--- config.mk ---
export PLATFORM = sky130hd
export DESIGN_NAME = muldiv_seq
export DESIGN_NICKNAME = d
export VERILOG_FILES = /design/src/rtl/muldiv_seq_pkg.sv /design/src/rtl/muldiv_seq_core.sv /design/src/rtl/muldiv_seq.sv
export SDC_FILE = /design/constraint.sdc
export NUM_CORES = 2
export LEC_CHECK = 0
export CELL_PAD_IN_SITES_DETAIL_PLACEMENT = 0
export CELL_PAD_IN_SITES_GLOBAL_PLACEMENT = 1
export CORE_MARGIN = 3
export CORE_UTILIZATION = 41
export CTS_BUF_LIST = sky130_fd_sc_hd__clkbuf_2 sky130_fd_sc_hd__clkbuf_4 sky130_fd_sc_hd__clkbuf_8
export CTS_CLUSTER_DIAMETER = 60
export DETAILED_ROUTE_END_ITERATION = 10
export GPL_ROUTABILITY_DRIVEN = 0
export MAX_ROUTING_LAYER = met4
export PLACE_DENSITY_LB_ADDON = 0.1
export SKIP_CTS_REPAIR_TIMING = 1
export SLEW_MARGIN = 10
export SYNTH_ARGS = -nofsm -noshare
export SYNTH_HDL_FRONTEND = slang
export SYNTH_SLANG_ARGS = --single-unit
--- constraint.sdc ---
create_clock -name clk -period 8.55 [get_ports clk]
set_input_delay 0.855 -clock clk [delete_from_list [all_inputs] [get_ports clk]]
set_output_delay 0.855 -clock clk [all_outputs]
set_load 0.01 [all_outputs]
--- src/rtl/muldiv_seq_pkg.sv ---
// muldiv_seq_pkg: shared widths, func3 codes, FSM encoding and helpers for the RV64M sequencer.
package muldiv_seq_pkg;
    localparam int XLEN = 64;
    localparam int WLEN = 32;
    localparam logic [2:0] F3_MUL = 3'b000;
    localparam logic [5:0] CNT_FULL = 6'(XLEN - 1);
    localparam logic [5:0] CNT_WORD = 6'(WLEN - 1);
    typedef enum logic [2:0] {IDLE, MUL, DIV, FIX, DONE} state_t;
    function automatic logic [XLEN-1:0] sextWord(input logic [WLEN-1:0] v);
        return {{(XLEN-WLEN){v[WLEN-1]}}, v};
    endfunction
endpackage

--- src/rtl/muldiv_seq_core.sv ---
// muldiv_seq_core: one radix-2 step, shift-add multiply or restoring divide on {hi, lo}.
module muldiv_seq_core
    import muldiv_seq_pkg::*;
(
    input  logic            isDiv,
    input  logic [XLEN-1:0] hi,
    input  logic [XLEN-1:0] lo,
    input  logic [XLEN-1:0] operand,
    output logic [XLEN-1:0] hiNext,
    output logic [XLEN-1:0] loNext
);
    logic [XLEN:0] sum;
    logic [XLEN:0] shifted;
    logic          fits;
    always_comb begin
        sum = {1'b0, hi} + (lo[0] ? {1'b0, operand} : '0);
        shifted = {hi, lo[XLEN-1]};
        fits = shifted >= {1'b0, operand};
        // the partial remainder stays below the divisor, so the restored value fits in XLEN bits
        hiNext = isDiv ? (fits ? shifted[XLEN-1:0] - operand : shifted[XLEN-1:0]) : sum[XLEN:1];
        loNext = isDiv ? {lo[XLEN-2:0], fits} : {sum[0], lo[XLEN-1:1]};
    end
endmodule

--- src/rtl/muldiv_seq.sv ---
// muldiv_seq: iterative RV64M multiply/divide sequencer with valid/ready in and out.
// Operands run as magnitudes; FIX applies sign and *W extension before DONE.
module muldiv_seq
    import muldiv_seq_pkg::*;
(
    input  logic            clk,
    input  logic            rst,
    input  logic            in_valid,
    output logic            in_ready,
    input  logic [4:0]      alu_ct,
    input  logic            is_word,
    input  logic [XLEN-1:0] src1,
    input  logic [XLEN-1:0] src2,
    input  logic            flush,
    output logic            out_valid,
    input  logic            out_ready,
    output logic [XLEN-1:0] result,
    output logic            busy
);
    state_t            state, stateNext;
    logic [5:0]        counter;
    logic [XLEN-1:0]   hi, lo, opnd, hiNext, loNext;
    logic [2:0]        func3, f3In;
    logic              isWordReg, negReg, negNext;
    logic              accept, signed1, signed2, neg1, neg2, divZero, divOvf, special;
    logic [XLEN-1:0]   a1, a2, m1, m2, specialRes, fixRes;
    logic [XLEN-1:0]   quot, quotAdj, remAdj, divVal;
    logic [2*XLEN-1:0] prod, prodAdj;
    logic              unusedCt;

    assign unusedCt  = alu_ct[3];
    assign in_ready  = state == IDLE;
    assign busy      = state != IDLE;
    assign out_valid = state == DONE;
    assign f3In      = alu_ct[2:0];

    always_comb begin
        accept = in_valid & in_ready & alu_ct[4] & ~flush;
        signed1 = f3In[2] ? ~f3In[0] : (f3In[1:0] != 2'b11);
        signed2 = f3In[2] ? ~f3In[0] : ~f3In[1];
        a1 = is_word ? (signed1 ? sextWord(src1[WLEN-1:0]) : {{(XLEN-WLEN){1'b0}}, src1[WLEN-1:0]}) : src1;
        a2 = is_word ? (signed2 ? sextWord(src2[WLEN-1:0]) : {{(XLEN-WLEN){1'b0}}, src2[WLEN-1:0]}) : src2;
        neg1 = signed1 & a1[XLEN-1];
        neg2 = signed2 & a2[XLEN-1];
        m1 = neg1 ? -a1 : a1;
        m2 = neg2 ? -a2 : a2;
        negNext = (f3In[2] & f3In[1]) ? neg1 : neg1 ^ neg2;
        divZero = f3In[2] & (a2 == '0);
        divOvf = f3In[2] & signed2 & (&a2) &
                 (a1 == (is_word ? {{(XLEN-WLEN+1){1'b1}}, {(WLEN-1){1'b0}}} : {1'b1, {(XLEN-1){1'b0}}}));
        special = divZero | divOvf;
        specialRes = divZero ? (f3In[1] ? (is_word ? sextWord(src1[WLEN-1:0]) : src1) : '1)
                             : (f3In[1] ? '0 : a1);
        // word products sit in the top of the 2*XLEN register after only WLEN shifts
        prod = isWordReg ? {hi, lo} >> WLEN : {hi, lo};
        prodAdj = negReg ? -prod : prod;
        quot = isWordReg ? {{(XLEN-WLEN){1'b0}}, lo[WLEN-1:0]} : lo;
        quotAdj = negReg ? -quot : quot;
        remAdj = negReg ? -hi : hi;
        divVal = func3[1] ? remAdj : quotAdj;
        fixRes = func3[2] ? (isWordReg ? sextWord(divVal[WLEN-1:0]) : divVal)
               : func3 == F3_MUL ? (isWordReg ? sextWord(prodAdj[WLEN-1:0]) : prodAdj[XLEN-1:0])
               : prodAdj[2*XLEN-1:XLEN];
    end

    always_comb begin
        stateNext = state;
        if (flush) stateNext = IDLE;
        else begin
            case (state)
                IDLE:     if (accept) stateNext = special ? DONE : (f3In[2] ? DIV : MUL);
                MUL, DIV: if (counter == '0) stateNext = FIX;
                FIX:      stateNext = DONE;
                DONE:     if (out_ready) stateNext = IDLE;
                default:  stateNext = IDLE;
            endcase
        end
    end

    always_ff @(posedge clk or posedge rst) begin
        if (rst) state <= IDLE;
        else state <= stateNext;
    end

    muldiv_seq_core core (
        .isDiv   (state == DIV),
        .hi      (hi),
        .lo      (lo),
        .operand (opnd),
        .hiNext  (hiNext),
        .loNext  (loNext)
    );

    always_ff @(posedge clk or posedge rst) begin
        if (rst) begin
            counter   <= '0;
            hi        <= '0;
            lo        <= '0;
            opnd      <= '0;
            func3     <= '0;
            isWordReg <= 1'b0;
            negReg    <= 1'b0;
            result    <= '0;
        end else if (accept) begin
            counter   <= is_word ? CNT_WORD : CNT_FULL;
            hi        <= '0;
            lo        <= (f3In[2] & is_word) ? {m1[WLEN-1:0], {WLEN{1'b0}}} : m1;
            opnd      <= m2;
            func3     <= f3In;
            isWordReg <= is_word;
            negReg    <= negNext;
            if (special) result <= specialRes;
        end else if (state == MUL || state == DIV) begin
            hi <= hiNext;
            lo <= loNext;
            if (counter != '0) counter <= counter - 1'b1;
        end else if (state == FIX && !flush) begin
            result <= fixRes;
        end
    end
endmodule

After elaboration in Yosys (flattened, before gate mapping)

Index checks and enable logic that the tools add are counted.
Widths: inputs -> output; s select.

Register bits: 270
Input port bits: 139
Output and inout port bits: 67
Logic and storage cells: 110

Add/sub/neg operators: 8
$lt $le $gt $ge: 1
Eq/ne operators: 11
Muxes and demuxes: 48
Bitwise logic cells: 16
Reductions and logical operators: 17

Operator list:

| kind                | number |
|---|---|
| $mux 64             | 31 |
| $mux 128            | 2 |
| $neg 64->64         | 4 |
| $neg 128->128       | 1 |
| $add 64x65->65      | 1 |
| $ge 65x64->1        | 1 |
| $eq 64x64->1        | 1 |
| $logic_not 64->1    | 1 |
| $reduce_and 64->1   | 1 |
| $sub 64x64->64      | 1 |
| $mux 63             | 1 |
| $mux 6              | 4 |
| $mux 3              | 5 |
| $pmux 3 s4          | 1 |
| $and 1x1->1         | 11 |
| $eq 3x2->1 const B  | 2 |
| $logic_not 3->1     | 2 |
| $logic_not 6->1     | 1 |
| $reduce_and 3->1    | 2 |
| $reduce_bool 2->1   | 3 |
| $reduce_bool 6->1   | 1 |
| $sub 6x1->6 const B | 1 |
| $ne 2x2->1 const B  | 2 |
| $eq 3x1->1 const B  | 1 |
| other kinds (16)    | 20 |

Longest topological paths before layout

Depth in word-level cells: 12
Gate-level depth with buffers: 23
Depth with buffers taken out: 15

Hierarchy

Synthesis repeated with hierarchy kept, for this count alone.

Cells, all modules: 5,240
Area, all modules: 38,029.0 um^2

Modules (own cells, without submodules):

| module          | instances | cells an instance | area an instance (um^2) | seq. area each (um^2) |
|---|---|---|---|---|
| muldiv_seq      | 1         | 3,713             | 27,682.8                | 6,756.5 |
| muldiv_seq_core | 1         | 1,527             | 10,346.2                | 0.0 |

Least setup slack after synthesis

OpenSTA, ideal clock, no wires.

Kind: register to register
From: register isWordReg
To: register result[58]
Setup time: 82 ps
Arrival: 5,524 ps
Data required time: 8,468 ps
Slack: 2,944 ps
Cell stages (with the launch flop): 24
Path buffers: 11
Clock period less this slack: 5,606 ps
Cells stage by stage: dfrtp_1 buf_6 buf_6 buf_4 buf_2 buf_2 buf_2 buf_2 buf_2 buf_2 buf_2 buf_2 mux2i_1 ha_1 o221ai_1 nor3_2 nand3_2 or4_4 or3_4 or3_1 o2111a_1 a211oi_1 o21ai_1 a31oi_1

Longest elaborated chain between the ends: 9
Elaborated cells on any way between the ends: 14
Those cells by class: 2 x add/sub; 12 x mux

Ends and longest elaborated chain:

| what                                         | RTL line                           | text |
|---|---|---|
| start: declaration                           | muldiv_seq.sv:24                   | `logic isWordReg, negReg, negNext;` |
| start signal: assignment                     | muldiv_seq.sv:110                  | `isWordReg <= is_word;` |
| $mux 128 or $mux 64 (tied branches)          | muldiv_seq.sv:55, muldiv_seq.sv:57 |  |
| $neg 128->128 or $neg 64->64 (tied branches) | muldiv_seq.sv:56, muldiv_seq.sv:58 |  |
| $mux 128 or $mux 64 (tied branches)          | muldiv_seq.sv:56, muldiv_seq.sv:58 |  |
| $mux 64 (on tied branches)                   | muldiv_seq.sv:62, muldiv_seq.sv:60 |  |
| $mux 64 (on tied branches)                   | muldiv_seq.sv:62, muldiv_seq.sv:61 |  |
| $mux 64 *                                    | muldiv_seq.sv:61                   | `fixRes = func3[2] ? (isWordReg ? sextWord(divVal[WLEN-1:0]) : divVal)` |
| $mux 64 *                                    | muldiv_seq.sv:117                  | `end else if (state == FIX && !flush) begin` |
| $mux 64 *                                    | muldiv_seq.sv:113                  | `end else if (state == MUL \|\| state == DIV) begin` |
| $mux 64 *                                    | muldiv_seq.sv:104                  | `end else if (accept) begin` |
| end signal: assignment                       | muldiv_seq.sv:112                  | `if (special) result <= specialRes;` |
| end signal: assignment                       | muldiv_seq.sv:118                  | `result <= fixRes;` |
| end: declaration                             | muldiv_seq.sv:17                   | `output logic [XLEN-1:0] result,` |

Every way passes the cells marked *; elsewhere a longest branch is shown, timed or not. The select of a mux whose other input is x is not followed.
A chain may end at the register's enable or synchronous reset.

Worst setup path in the final report

From: register isWordReg
To: register result[20]

Longest elaborated chain between the ends: 9

Ends and longest elaborated chain:

| what          | RTL line          | text |
|---|---|---|
| $mux 128 *    | muldiv_seq.sv:55  | `prod = isWordReg ? {hi, lo} >> WLEN : {hi, lo};` |
| $neg 128->128 | muldiv_seq.sv:56  | `prodAdj = negReg ? -prod : prod;` |
| $mux 128 *    | muldiv_seq.sv:56  |  |
| $mux 64       | muldiv_seq.sv:62  | `: func3 == F3_MUL ? (isWordReg ? sextWord(prodAdj[WLEN-1:0]) : prodAdj[XLEN-1:0])` |
| $mux 64 *     | muldiv_seq.sv:62  |  |
| $mux 64 *     | muldiv_seq.sv:61  |  |
| $mux 64 *     | muldiv_seq.sv:117 |  |
| $mux 64 *     | muldiv_seq.sv:113 |  |
| $mux 64 *     | muldiv_seq.sv:104 |  |

Marks and branches as above.

==> reports/summary.txt <==
Post-route DRC - 0
DRT Pass-1 Iters - 9
P per Cell Area - 478 nW/um^2
Yosys cell types - 104
CTS tree - yes
maximum VDD drop - 322 uV
# Max-Cap Violations - 0
met1 WL - 78.9 mm
R2R depth - 10
DRT iter0 DRCs - 6741
post-synthesis register bit count - 270
global route total overflow - 0
top_reg_cell synth - dfrtp_1
Hold WS - 0.481 ns
largest area contributor in the netlist - dfrtp_1
Fin. Hold Viols - 0
largest net degree at the start of global routing - 158
Die Span Y - 298 um
Rows - 106
multi-input logic area - 25900 um^2
Global Route Usage Sum - 0.409
placed insts - 6101
static leakage - 15.1 nW
period utilization - 0.691
Synth Warn # - 0
Hold WC Path Type - flop to flop
DR WL/cell - 29.8 um
mux contribution to synthesized area - 0.0294
Crit Path Max Fanout - 55
htree depth - 2
Root Buffer - clkbuf_8
worst hold path depth - 2
Worst-Margin Slew - 1.44 ns
register area - 6770 um^2
RSZ-0062 raised after global routing - no
syn_area_per_cell - 6.90 um^2
status - complete, no violations
initial antenna violation count - 8
kind of critical path - flop to flop
ANT nets after route - 0
Layout Skew - 0.0336 ns
Final #Nets - 5305
routed wl met2 - 69.7 mm
simple-gate area share of the yosys netlist - 0.242
Synth top area share - 0.193
main area contributors after synthesis - dfrtp_1 19%, a21oi_1 8.1%, nand2_1 6.4%, o21ai_0 6.4%, xnor2_1 6.1%
relative slew slack - 0.0399
IO buf count - 204
minimum clock period after layout - 5.91 ns
DR top layer - met4
Die Width - 298 um
XOR/XNOR share of the synthesized area - 0.109
cell count after synthesis - 5071
Num CTS Buffers - 59
Filler Cell Count - 8805
CP Capture Type - flop
IO Count - 206
area delta synth->final - 11.8%
endpoints failing setup - 0
Syn Nets - 5348
Synth Area in Compound Gates - 0.306
drt total wl - 185 mm
layout cells sized above 1 - 0.0680
dpl hpwl - 138 mm
arrival time at the worst endpoint - 6.45 ns
Final WS setup - 2.64 ns
Via density - 6.66
die area - 88800 um^2
Slew Viols, Final - 0
setup TNS - 0 ns
type of origin of the critical path - flop
synthesized area - 35000 um^2
number of global-route vias before repair - 37200
clk_lat worst skew - 0.72 ns
Finished Layout Cells - 6215
Achievable Freq - 169 MHz
Power Total - 18.7 mW
first-pass GRT wire length - 265 mm
Worst-path clk slew - 0.06 ns
metal3 WL - 26.7 mm
post-place setup slack - 2.59 ns
Bufs on Longest Clock Path - 3
Post-synth ARST share - 1.00
largest family of logic cells by synthesized area - compound AO/OA/AOI/OAI gates
Critical Path RT - 9.09 ns
Adder-Cell Fraction of Synth Area - 0.0535
Core ar. - 84100 um^2
clock sink count - 270
number of synthesized flops with an enable pin - 0
post-synthesis sequential area ratio - 0.193
Via Count - 41400
initial core utilization - 0.416
cell usage in the layout, fill, tap and decap left out, drive strengths merged, types with 33 or more instances in the layout:
cell / instances
a21oi: 569
nor2b: 35
nand2b: 39
or3: 58
mux2i: 70
clkbuf: 82
nor3: 166
nand2: 596
a21o: 59
a31oi: 72
clkdlybuf4s50: 203
buf: 124
xor2: 189
o31ai: 92
dfrtp: 270
o22ai: 33
ha: 136
a211oi: 64
o21ai: 452
nor2: 515
nand4: 58
a221o: 47
xnor2: 245
inv: 166
nand3: 91
nor4: 58
or4: 43
o211ai: 55
synthesized netlist by cell type (all sizes together) (35+ instances only):
master	count
dfrtp	270
buf	65
or3	58
ha	136
xor2	189
nand2b	39
nor2b	35
inv	163
nor3	166
o211ai	55
nor2	515
nor4	58
mux2i	70
o31ai	92
a31oi	72
nand2	596
or4	43
a221o	47
a211oi	64
a21o	59
nand4	58
xnor2	245
o21ai	452
clkbuf	366
nand3	91
a21oi	569
routing by layer:
| metal | global-route usage | vias to the layer above |
|---|---|---|
| met5 | - | - |
| met4 | 0.168 | 0 |
| met3 | 0.138 | 541 |
| met2 | 0.525 | 2936 |
| met1 | 0.575 | 19600 |
| li1 | - | 18300 |
stage by stage:
step	utilization	instance area [um^2]
after floorplan	-	35000
after global placement	0.449	37800
after detailed placement	0.449	37800
after CTS	0.465	39100
after global routing	0.465	39100
final	0.465	39100
state kept, by name, summed over array words and instances, names as in the netlist:
name and flops:
result 64, func3 3, counter 6, negReg 1, opnd 64, hi 64, state 3, isWordReg 1
lo 64
worst paths after layout:
path	start	endpoint	slack, ns
max	isWordReg$_DFFE_PP0P_	result[20]$_DFFE_PP0P_	2.64
min	opnd[16]$_DFFE_PP0P_	opnd[16]$_DFFE_PP0P_	0.48
max reg2reg	isWordReg$_DFFE_PP0P_	result[20]$_DFFE_PP0P_	2.64
min reg2reg	opnd[16]$_DFFE_PP0P_	opnd[16]$_DFFE_PP0P_	0.48
max in group asynchronous	rst	func3[1]$_DFFE_PP0P_	6.48
min in group asynchronous	rst	hi[52]$_DFFE_PP0P_	0.62
layout make-up:
class	instances	area share
antenna	5	0.000320
clock buffer	82	0.0271
clock inverter	27	0.00704
inverter	164	0.0159
multi-input combinational	4206	0.663
sequential	270	0.173
tap	1134	0.0363
timing repair buffer	327	0.0770
worst max-delay path: stages, from the launching register on:
cell      delay [ns]
dfrtp_4         0.87
or3b_1          0.49
a222oi_1        0.62
nor4b_2         0.61
nand4_1         0.56
or3_1           0.60
o31ai_1         0.48
nand2_1         0.13
xnor2_1         0.20
a221oi_1        0.95
o21ai_0         0.19
kinds of logic after synthesis:
logic type / Yosys count
simple gates: 1806
compound gates: 1717
buf+inv: 595
xor+xnor: 434
flops: 270
fa+ha+maj: 151
mux: 98
where the power goes:
group	switching, mW	total, mW	internal [mW]
sequential	1.24	3.09	1.85
combinational	9.19	13.9	4.73
clock	0.737	1.67	0.933
Note: power is estimated with default switching activity, not from simulation.
